File: config.mk
export PLATFORM = sky130hd
export DESIGN_NAME = stopwatch_ctrl
export DESIGN_NICKNAME = d
export VERILOG_FILES = /design/src/rtl/stopwatch_pkg.sv /design/src/rtl/bcd_mod60_counter.sv /design/src/rtl/stopwatch_ctrl.sv
export SDC_FILE = /design/constraint.sdc
export NUM_CORES = 1
export LEC_CHECK = 0
export CELL_PAD_IN_SITES_DETAIL_PLACEMENT = 1
export CELL_PAD_IN_SITES_GLOBAL_PLACEMENT = 2
export CORE_MARGIN = 5
export CORE_UTILIZATION = 25
export DETAILED_ROUTE_END_ITERATION = 10
export GPL_ROUTABILITY_DRIVEN = 0
export GPL_TIMING_DRIVEN = 0
export PLACE_DENSITY_LB_ADDON = 0.1
export SKIP_CTS_REPAIR_TIMING = 1
export SLEW_MARGIN = 20
export SYNTH_ARGS = -nofsm -noshare
export SYNTH_HDL_FRONTEND = slang
export SYNTH_HIERARCHICAL = 1
export SYNTH_SLANG_ARGS = --single-unit
File: constraint.sdc
create_clock -name clk -period 2.3 [get_ports clk]
set_clock_uncertainty 0.05 [all_clocks]
set_input_delay 0.23 -clock clk [delete_from_list [all_inputs] [get_ports clk]]
set_output_delay 0.23 -clock clk [all_outputs]
set_load 0.1 [all_outputs]
File: src/rtl/stopwatch_pkg.sv
// Shared encodings for the stopwatch control core.
// Latency: n/a (types, constants and a pure decode helper only).
// Backpressure: n/a.
package stopwatch_pkg;

    // Mode encoding is visible on state_o. Code 3 is never entered on purpose.
    // If it is ever reached, the FSM steers it back to RUN.
    typedef enum logic [1:0] {
        MODE_RUN     = 2'd0,
        MODE_PAUSED  = 2'd1,
        MODE_ADJUST  = 2'd2,
        MODE_ILLEGAL = 2'd3
    } mode_e;

    localparam int NUM_DIGITS_DEFAULT = 4;
    localparam int SEC_MAX_DEFAULT    = 59;
    localparam int MIN_MAX_DEFAULT    = 59;

    // Scan order: index 0 is the rightmost digit (seconds ones).
    localparam logic [1:0] SCAN_SEC_ONES = 2'd0;
    localparam logic [1:0] SCAN_SEC_TENS = 2'd1;
    localparam logic [1:0] SCAN_MIN_ONES = 2'd2;
    localparam logic [1:0] SCAN_MIN_TENS = 2'd3;

    // One-hot active-low anode enable for a scan index.
    function automatic logic [3:0] scan_anode(input logic [1:0] idx);
        return ~(4'b0001 << idx);
    endfunction

endpackage

File: src/rtl/bcd_mod60_counter.sv
// Two-digit BCD counter that wraps from MAX to 00, with a carry pulse at the wrap.
// Latency: inc in cycle N shows on tens/ones in cycle N+1; carry is same-cycle with inc.
// Backpressure: none; every inc is accepted.
//
// Ports:
//   clk        clock; all state on posedge
//   clr        synchronous clear to 00 (wins over inc)
//   inc        one-cycle increment enable
//   tens/ones  registered BCD value
//   carry      high in the cycle an inc wraps MAX -> 00
module bcd_mod60_counter #(
    parameter int MAX = 59
) (
    input  logic       clk,
    input  logic       clr,
    input  logic       inc,
    output logic [3:0] tens,
    output logic [3:0] ones,
    output logic       carry
);

    localparam logic [3:0] TENS_MAX = 4'(MAX / 10);
    localparam logic [3:0] ONES_MAX = 4'(MAX % 10);

    logic [3:0] tens_q, tens_d;
    logic [3:0] ones_q, ones_d;
    logic       at_max;

    always_comb begin
        at_max = (tens_q == TENS_MAX) && (ones_q == ONES_MAX);
        // Carry is combinational so the next counter in the chain increments in
        // the same cycle as this one wraps.
        carry  = inc && at_max && !clr;
        tens_d = tens_q;
        ones_d = ones_q;
        if (clr) begin
            tens_d = 4'd0;
            ones_d = 4'd0;
        end else if (inc) begin
            if (at_max) begin
                tens_d = 4'd0;
                ones_d = 4'd0;
            end else if (ones_q == 4'd9) begin
                tens_d = tens_q + 4'd1;
                ones_d = 4'd0;
            end else begin
                ones_d = ones_q + 4'd1;
            end
        end
    end

    always_ff @(posedge clk) begin
        tens_q <= tens_d;
        ones_q <= ones_d;
    end

    assign tens = tens_q;
    assign ones = ones_q;

endmodule

File: src/rtl/stopwatch_ctrl.sv
// Stopwatch control core: run/pause/adjust FSM, MM:SS BCD time, blink and digit scan.
// Latency: ticks and mode inputs sampled in cycle N show on outputs in cycle N+1.
// Backpressure: none; every tick and pulse is consumed in its cycle.
//
// Ports:
//   clk, rst                          clock and synchronous active-high reset
//   tick_1hz / tick_2hz / tick_scan   one-cycle rate enables (count, adjust+blink, scan)
//   pause_pulse, adj, sel             debounced controls (pulse, level, level)
//   min_tens..sec_ones                registered BCD time
//   an, digit, blank                  scanned display bus, decoded from registered state
//   state_o                           current mode
module stopwatch_ctrl
    import stopwatch_pkg::*;
#(
    parameter int NUM_DIGITS = NUM_DIGITS_DEFAULT,
    parameter int SEC_MAX    = SEC_MAX_DEFAULT,
    parameter int MIN_MAX    = MIN_MAX_DEFAULT
) (
    input  logic       clk,
    input  logic       rst,
    input  logic       tick_1hz,
    input  logic       tick_2hz,
    input  logic       tick_scan,
    input  logic       pause_pulse,
    input  logic       adj,
    input  logic       sel,
    output logic [3:0] min_tens,
    output logic [3:0] min_ones,
    output logic [3:0] sec_tens,
    output logic [3:0] sec_ones,
    output logic [3:0] an,
    output logic [3:0] digit,
    output logic       blank,
    output logic [1:0] state_o
);

    localparam logic [1:0] SCAN_LAST = 2'(NUM_DIGITS - 1);

    mode_e      state_q, state_d;
    logic [1:0] scan_idx_q, scan_idx_d;
    logic       blink_q, blink_d;
    // Registered copy of sel so blank depends on state only, never on a live input.
    logic       sel_q, sel_d;

    logic       sec_inc, min_inc, sec_carry, min_carry_unused;
    logic       in_run, in_adjust, sec_digit;

    assign in_run    = (state_q == MODE_RUN);
    assign in_adjust = (state_q == MODE_ADJUST);

    // Increments use the pre-transition mode, so a tick coinciding with a mode
    // change is handled as the old mode dictates.
    assign sec_inc = (in_run && tick_1hz) || (in_adjust && sel && tick_2hz);
    // Seconds carry only ripples into minutes while running; adjust has no carry.
    assign min_inc = (in_run && sec_carry) || (in_adjust && !sel && tick_2hz);

    bcd_mod60_counter #(.MAX(SEC_MAX)) u_sec (
        .clk   (clk),
        .clr   (rst),
        .inc   (sec_inc),
        .tens  (sec_tens),
        .ones  (sec_ones),
        .carry (sec_carry)
    );

    // Minutes wrap 59:59 -> 00:00 silently; the carry has no consumer.
    bcd_mod60_counter #(.MAX(MIN_MAX)) u_min (
        .clk   (clk),
        .clr   (rst),
        .inc   (min_inc),
        .tens  (min_tens),
        .ones  (min_ones),
        .carry (min_carry_unused)
    );

    always_comb begin
        state_d = state_q;
        unique case (state_q)
            MODE_RUN: begin
                if (adj)              state_d = MODE_ADJUST;
                else if (pause_pulse) state_d = MODE_PAUSED;
            end
            MODE_PAUSED: begin
                if (adj)              state_d = MODE_ADJUST;
                else if (pause_pulse) state_d = MODE_RUN;
            end
            MODE_ADJUST: begin
                if (!adj)             state_d = MODE_PAUSED;
            end
            default:                  state_d = MODE_RUN;
        endcase

        blink_d    = tick_2hz ? !blink_q : blink_q;
        scan_idx_d = scan_idx_q;
        if (tick_scan) begin
            scan_idx_d = (scan_idx_q == SCAN_LAST) ? 2'd0 : scan_idx_q + 2'd1;
        end
        sel_d = sel;
    end

    always_ff @(posedge clk) begin
        if (rst) begin
            state_q    <= MODE_RUN;
            scan_idx_q <= 2'd0;
            blink_q    <= 1'b0;
            sel_q      <= 1'b0;
        end else begin
            state_q    <= state_d;
            scan_idx_q <= scan_idx_d;
            blink_q    <= blink_d;
            sel_q      <= sel_d;
        end
    end

    assign state_o = state_q;
    assign an      = scan_anode(scan_idx_q);

    always_comb begin
        digit = sec_ones;
        case (scan_idx_q)
            SCAN_SEC_ONES: digit = sec_ones;
            SCAN_SEC_TENS: digit = sec_tens;
            SCAN_MIN_ONES: digit = min_ones;
            SCAN_MIN_TENS: digit = min_tens;
            default:       digit = sec_ones;
        endcase
    end

    // Only the field being adjusted flashes; the other field stays lit.
    assign sec_digit = (scan_idx_q == SCAN_SEC_ONES) || (scan_idx_q == SCAN_SEC_TENS);
    assign blank     = in_adjust && blink_q && (sel_q ? sec_digit : !sec_digit);

endmodule

==> run metrics, run 1 <==
outcome=complete, no violations; Final ANT Viol Nets=0; initial antenna violation count=0; CP max stage delay=0.44 ns; clock latency at the later pin of the worst-skew pair=0.26 ns; routed len/inst=14.4 um; synth warn=6; fin crit period=2.24 ns; I/O pins=35; Final setup viols=0; die width=81.3 um; endpoint class of the critical path=flop; Startpoint Class=flop; endpoints failing hold=0; # diodes=0; fin util=40.3%; total chip power=0.000992 W; row count=26; Syn Area/Cell=9.20 um2; reg2reg start=state_o[1]$_SDFFE_PP0P_; CP Data Arrival Time=2.38 ns; largest net degree at the start of global routing=18; Max Freq=447 MHz; Initial Util=25.3%; DR vias=1188; r2r endpoint=u_min/tens[3]$_SDFFE_PP0P_; Netlist Area Pre-Place=0.00127 mm2; CP max-delay cell=or4_4; core area=0.00501 mm2; total grt overflow=0; clk sink count=22; Power Density=491 mW/mm2; Post-DP HPWL=2730 um; fin nets=209; crit-path max FO=6; Slew @ Worst Pin=0.990 ns; most common cell after layout, fill and taps aside=clkdlybuf4s50_1; TritonCTS Buffers=3; Clock Pin Slew Worst Setup and Hold Paths=0.08 ns; fin crit share=97.3%; CTS root buf=clkbuf_8; HP Class=primary input to flop; fin area=0.00202 mm2; GR met2 Demand/Resource=20.0%; vias in the first global route=1189; HP Start=sel; DRT Wirelength=3710 um; commonest cells after routing, fill and taps aside=clkdlybuf4s50_1, inv_1, buf_4; maxcap violations=0; max_slew headroom=33.8%; GR Util All Layers=11.7%; R2R depth=11; critical path's most frequent cell=a21oi_2; grt met3 use=2.11%; Residual DRC=0; initial DRC count=40; chip height=81.3 um; crit path launch=state_o[1]$_SDFFE_PP0P_; Worst Path Buf+Inv=2; Req. time, crit path=2.45 ns; Setup Crit Path Kind=flop to flop; CP Cell Sequence=nand2b_4, a21oi_2, buf_4, nand4b_4, nor3_2, nand2b_1, a21oi_2, buf_6, nand4b_4, or4_4, a21oi_2; CP top delay family=simple AND/OR/NAND/NOR gates; first-pass GRT wire length=5950 um; die area=0.00661 mm2; unrepaired setup endpoints after global routing=yes; static leakage=0.856 nW; reg2reg setup slack=0.06 ns; final max-slew violation count=0; Peak VDD IR=208 uV; Pre-antenna DRT Iters=4; syn nets=159; hold path depth=2; routed vias/inst=4.62; Area after DPL=0.00178 mm2; TritonCTS clock tree=done; worst hold path endpoint=sel_q$_SDFF_PP0_; Area growth syn-to-layout=59.0%; layout cell share with drive strength beyond 1=29.4%; Clock Path Buffers=2; GR Layer Usage met1=14.8%; IO buf count=34; Syn Inst Count=138; grt peak-use layer=met2; H-tree depth=1
## per-layer routing
layer | routed length (um) | share of wire [%] | up-vias
met5 | 0 | 0 | -
met2 | 1900 | 51 | 18
met1 | 1680 | 45 | 579
li1 | - | - | 589
met4 | 28 | 0.76 | 0
met3 | 104 | 2.8 | 2
## through the flow
| step | instances | worst slack, ns | hold WS (ns) | TNS [ns] |
|---|---|---|---|---|
| 3_3_place_gp | 242 | -0.647 | 0.440 | -5.71 |
| 6_report | 257 | 0.0615 | 0.202 | 0 |
| 5_1_grt | 257 | -0.122 | 0.220 | -0.265 |
| 3_5_place_dp | 242 | -0.680 | 0.458 | -6.06 |
| 4_1_cts | 246 | -0.873 | 0.472 | -6.22 |
| 2_1_floorplan | 138 | -0.204 | 0.243 | -0.237 |
## final cells by class
class	count	area (um2)
clock buffer	4	55.1
multi-input combinational	96	885
inverter	17	63.8
tap	70	87.6
timing repair buffer	46	452
buffer	2	18.8
sequential	22	458
fill	587	2990
## report_power, final
group,switching [W],total (W),internal [W]
logic,0.000200,0.000289,0.0000895
registers,0.0000201,0.000415,0.000395
clock network,0.000135,0.000288,0.000153
## worst max path at each step
stage                                       to  slack, ns  cells past startpoint
floorplan           u_min/tens[3]$_SDFFE_PP0P_      -0.20                     11
global placement    u_min/tens[3]$_SDFFE_PP0P_      -0.65                     12
detailed placement  u_min/tens[3]$_SDFFE_PP0P_      -0.68                     12
CTS                                   digit[0]      -0.87                      5
global route        u_min/tens[3]$_SDFFE_PP0P_      -0.12                     11
finish              u_min/tens[3]$_SDFFE_PP0P_       0.06                     11
## registers in the layout, summed over array words and instances, names as in the netlist
signal / flops
state_o: 2
u_sec/ones: 4
u_min/ones: 4
u_sec/tens: 4
blink_q: 1
scan_idx_q: 2
sel_q: 1
u_min/tens: 4
No activity file was read; power rests on OpenSTA's default activity.
==> inputs of run 2 (changes only) <==
--- a/config.mk
+++ b/config.mk
@@ -5,10 +5,11 @@
 export SDC_FILE = /design/constraint.sdc
 export NUM_CORES = 1
 export LEC_CHECK = 0
+export ABC_AREA = 1
 export CELL_PAD_IN_SITES_DETAIL_PLACEMENT = 1
 export CELL_PAD_IN_SITES_GLOBAL_PLACEMENT = 2
 export CORE_MARGIN = 5
-export CORE_UTILIZATION = 25
+export CORE_UTILIZATION = 22
 export DETAILED_ROUTE_END_ITERATION = 10
 export GPL_ROUTABILITY_DRIVEN = 0
 export GPL_TIMING_DRIVEN = 0
==> run 2 against run 1 <==
Against the previous run:
- routed wire length up 1.3%
- flip-flop and latch count unchanged
- via count up 15%
- critical endpoint is now min_tens[0]
- largest power group unchanged
==> run metrics, run 2 <==
IO buf count=34 (unchanged); Syn Inst Count=205 (was 138); Residual DRC=0 (unchanged); Area growth syn-to-layout=45.0% (was 59.0%); GR met2 Demand/Resource=16.4% (was 20.0%); initial antenna violation count=0 (unchanged); DR vias=1363 (was 1188); first-pass GRT wire length=6280 um (was 5950 um); PnR worst setup slack=0.0952 ns (was 0.0615 ns); CP Data Arrival Time=1.92 ns (was 2.38 ns); fin nets=273 (was 209); most common cell after layout, fill and taps aside=nand2_1 (was clkdlybuf4s50_1); row count=28 (was 26); CP max-delay cell=clkdlybuf4s50_1 (was or4_4); CTS root buf=clkbuf_8 (unchanged); syn nets=226 (was 159); R2R depth=16 (was 11); fin area=0.00192 mm2 (was 0.00202 mm2); outcome=complete, no violations (unchanged); layout cell share with drive strength beyond 1=15.9% (was 29.4%); I/O pins=35 (unchanged); GR Util All Layers=10.5% (was 11.7%); DP Worst Slack=-0.352 ns (was -0.680 ns); HP Start=adj (was sel); total grt overflow=0 (unchanged); Power Density=538 mW/mm2 (was 491 mW/mm2); Initial Util=22.5% (was 25.3%); TritonCTS clock tree=done (unchanged); Req. time, crit path=2.02 ns (was 2.45 ns); Slew @ Worst Pin=0.983 ns (was 0.990 ns); grt peak-use layer=met2 (unchanged); die area=0.00766 mm2 (was 0.00661 mm2); Peak VDD IR=203 uV (was 208 uV); reg2reg setup slack=0.21 ns (was 0.06 ns); GR Layer Usage met1=14.0% (was 14.8%); synth warn=6 (unchanged); commonest cells after routing, fill and taps aside=nand2_1, nor2_1, inv_1 (was clkdlybuf4s50_1, inv_1, buf_4); clk sink count=22 (unchanged); clock latency at the later pin of the worst-skew pair=0.27 ns (was 0.26 ns); reg2reg start=state_o[1]$_SDFFE_PP0P_ (unchanged); Setup Crit Path Kind=flop to output port (was flop to flop); CP top delay family=buffers and inverters (was simple AND/OR/NAND/NOR gates); maxcap violations=0 (unchanged); largest net degree at the start of global routing=13 (was 18); Clock Pin Slew Worst Setup and Hold Paths=0.09 ns (was 0.08 ns); max_slew headroom=34.4% (was 33.8%); crit-path max FO=7 (was 6); DRT Wirelength=3750 um (was 3710 um); initial DRC count=22 (was 40); Final setup viols=0 (unchanged); core area=0.00589 mm2 (was 0.00501 mm2); Pre-antenna DRT Iters=4 (unchanged); static leakage=0.824 nW (was 0.856 nW); Syn Area/Cell=6.45 um2 (was 9.20 um2); Worst Path Buf+Inv=1 (was 2); CP max stage delay=1.18 ns (was 0.44 ns); Max Freq=454 MHz (was 447 MHz); vias in the first global route=1343 (was 1189); endpoints failing hold=0 (unchanged); fin crit share=95.9% (was 97.3%); routed len/inst=11.5 um (was 14.4 um); r2r endpoint=u_min/tens[2]$_SDFFE_PP0P_ (was u_min/tens[3]$_SDFFE_PP0P_); grt met3 use=2.63% (was 2.11%); Netlist Area Pre-Place=0.00132 mm2 (was 0.00127 mm2); H-tree depth=1 (unchanged); endpoint class of the critical path=output port (was flop); routed vias/inst=4.18 (was 4.62); worst hold path endpoint=state_o[1]$_SDFFE_PP0P_ (was sel_q$_SDFF_PP0_); hold path depth=3 (was 2); chip height=87.5 um (was 81.3 um); Final ANT Viol Nets=0 (unchanged); final max-slew violation count=0 (unchanged); Clock Path Buffers=2 (unchanged); fin crit period=2.20 ns (was 2.24 ns); Area after DPL=0.00179 mm2 (was 0.00178 mm2); CP Cell Sequence=clkdlybuf4s50_1 (was nand2b_4, a21oi_2, buf_4, nand4b_4, nor3_2, nand2b_1, a21oi_2, buf_6, nand4b_4, or4_4, a21oi_2); # diodes=0 (unchanged); TritonCTS Buffers=3 (unchanged); die width=87.5 um (was 81.3 um); Post-DP HPWL=2970 um (was 2730 um); Startpoint Class=flop (unchanged); HP Class=primary input to flop (unchanged)
run 2: metal layers:
layer | vias to the layer above | wire length [um]
li1 | 716 | -
met3 | 4 | 214
met2 | 26 | 1650
met5 | - | 0
met4 | 0 | 61
met1 | 617 | 1820
run 2: cell type report:
| cell class | count | area, um2 |
|---|---|---|
| clock buffers | 4 | 55.1 |
| fillers | 765 | 3970 |
| inverters | 29 | 109 |
| multi-input cells | 154 | 826 |
| flip-flops and latches | 22 | 449 |
| well taps | 75 | 93.8 |
| repair buffers | 42 | 385 |
run 2: power breakdown:
group,switching [W],internal (W)
clock network,0.000141,0.000153
logic,0.000249,0.0000789
registers,0.0000169,0.000394
run 2: stage by stage:
stage	power [W]	std cells	hold slack, ns	TNS [ns]	utilization, %
2_1_floorplan	0.000674	205	0.245	0	-
3_3_place_gp	0.000757	314	0.455	-3.87	30.4
3_5_place_dp	0.000757	314	0.455	-3.67	30.4
4_1_cts	0.00107	318	0.441	-4.35	31.4
5_1_grt	0.00109	326	0.471	-0.0115	32.6
6_report	0.00103	326	0.453	0	32.6
run 2: how the worst max path moves through the flow:
stage | start | endpoint | slack, ns | cells past startpoint
final | u_min/tens[0]$_SDFFE_PP0P_ | min_tens[0] | 0.1 | 1
after detailed placement | tick_2hz | u_min/tens[3]$_SDFFE_PP0P_ | -0.35 | 14
after global routing | state_o[1]$_SDFFE_PP0P_ | u_min/tens[1]$_SDFFE_PP0P_ | -0.01 | 16
after CTS | scan_idx_q[1]$_SDFFE_PP0P_ | blank | -0.55 | 6
after floorplan | u_sec/ones[1]$_SDFFE_PP0P_ | u_min/ones[0]$_SDFFE_PP0P_ | 0.007 | 13
after global placement | tick_2hz | u_min/tens[1]$_SDFFE_PP0P_ | -0.36 | 14
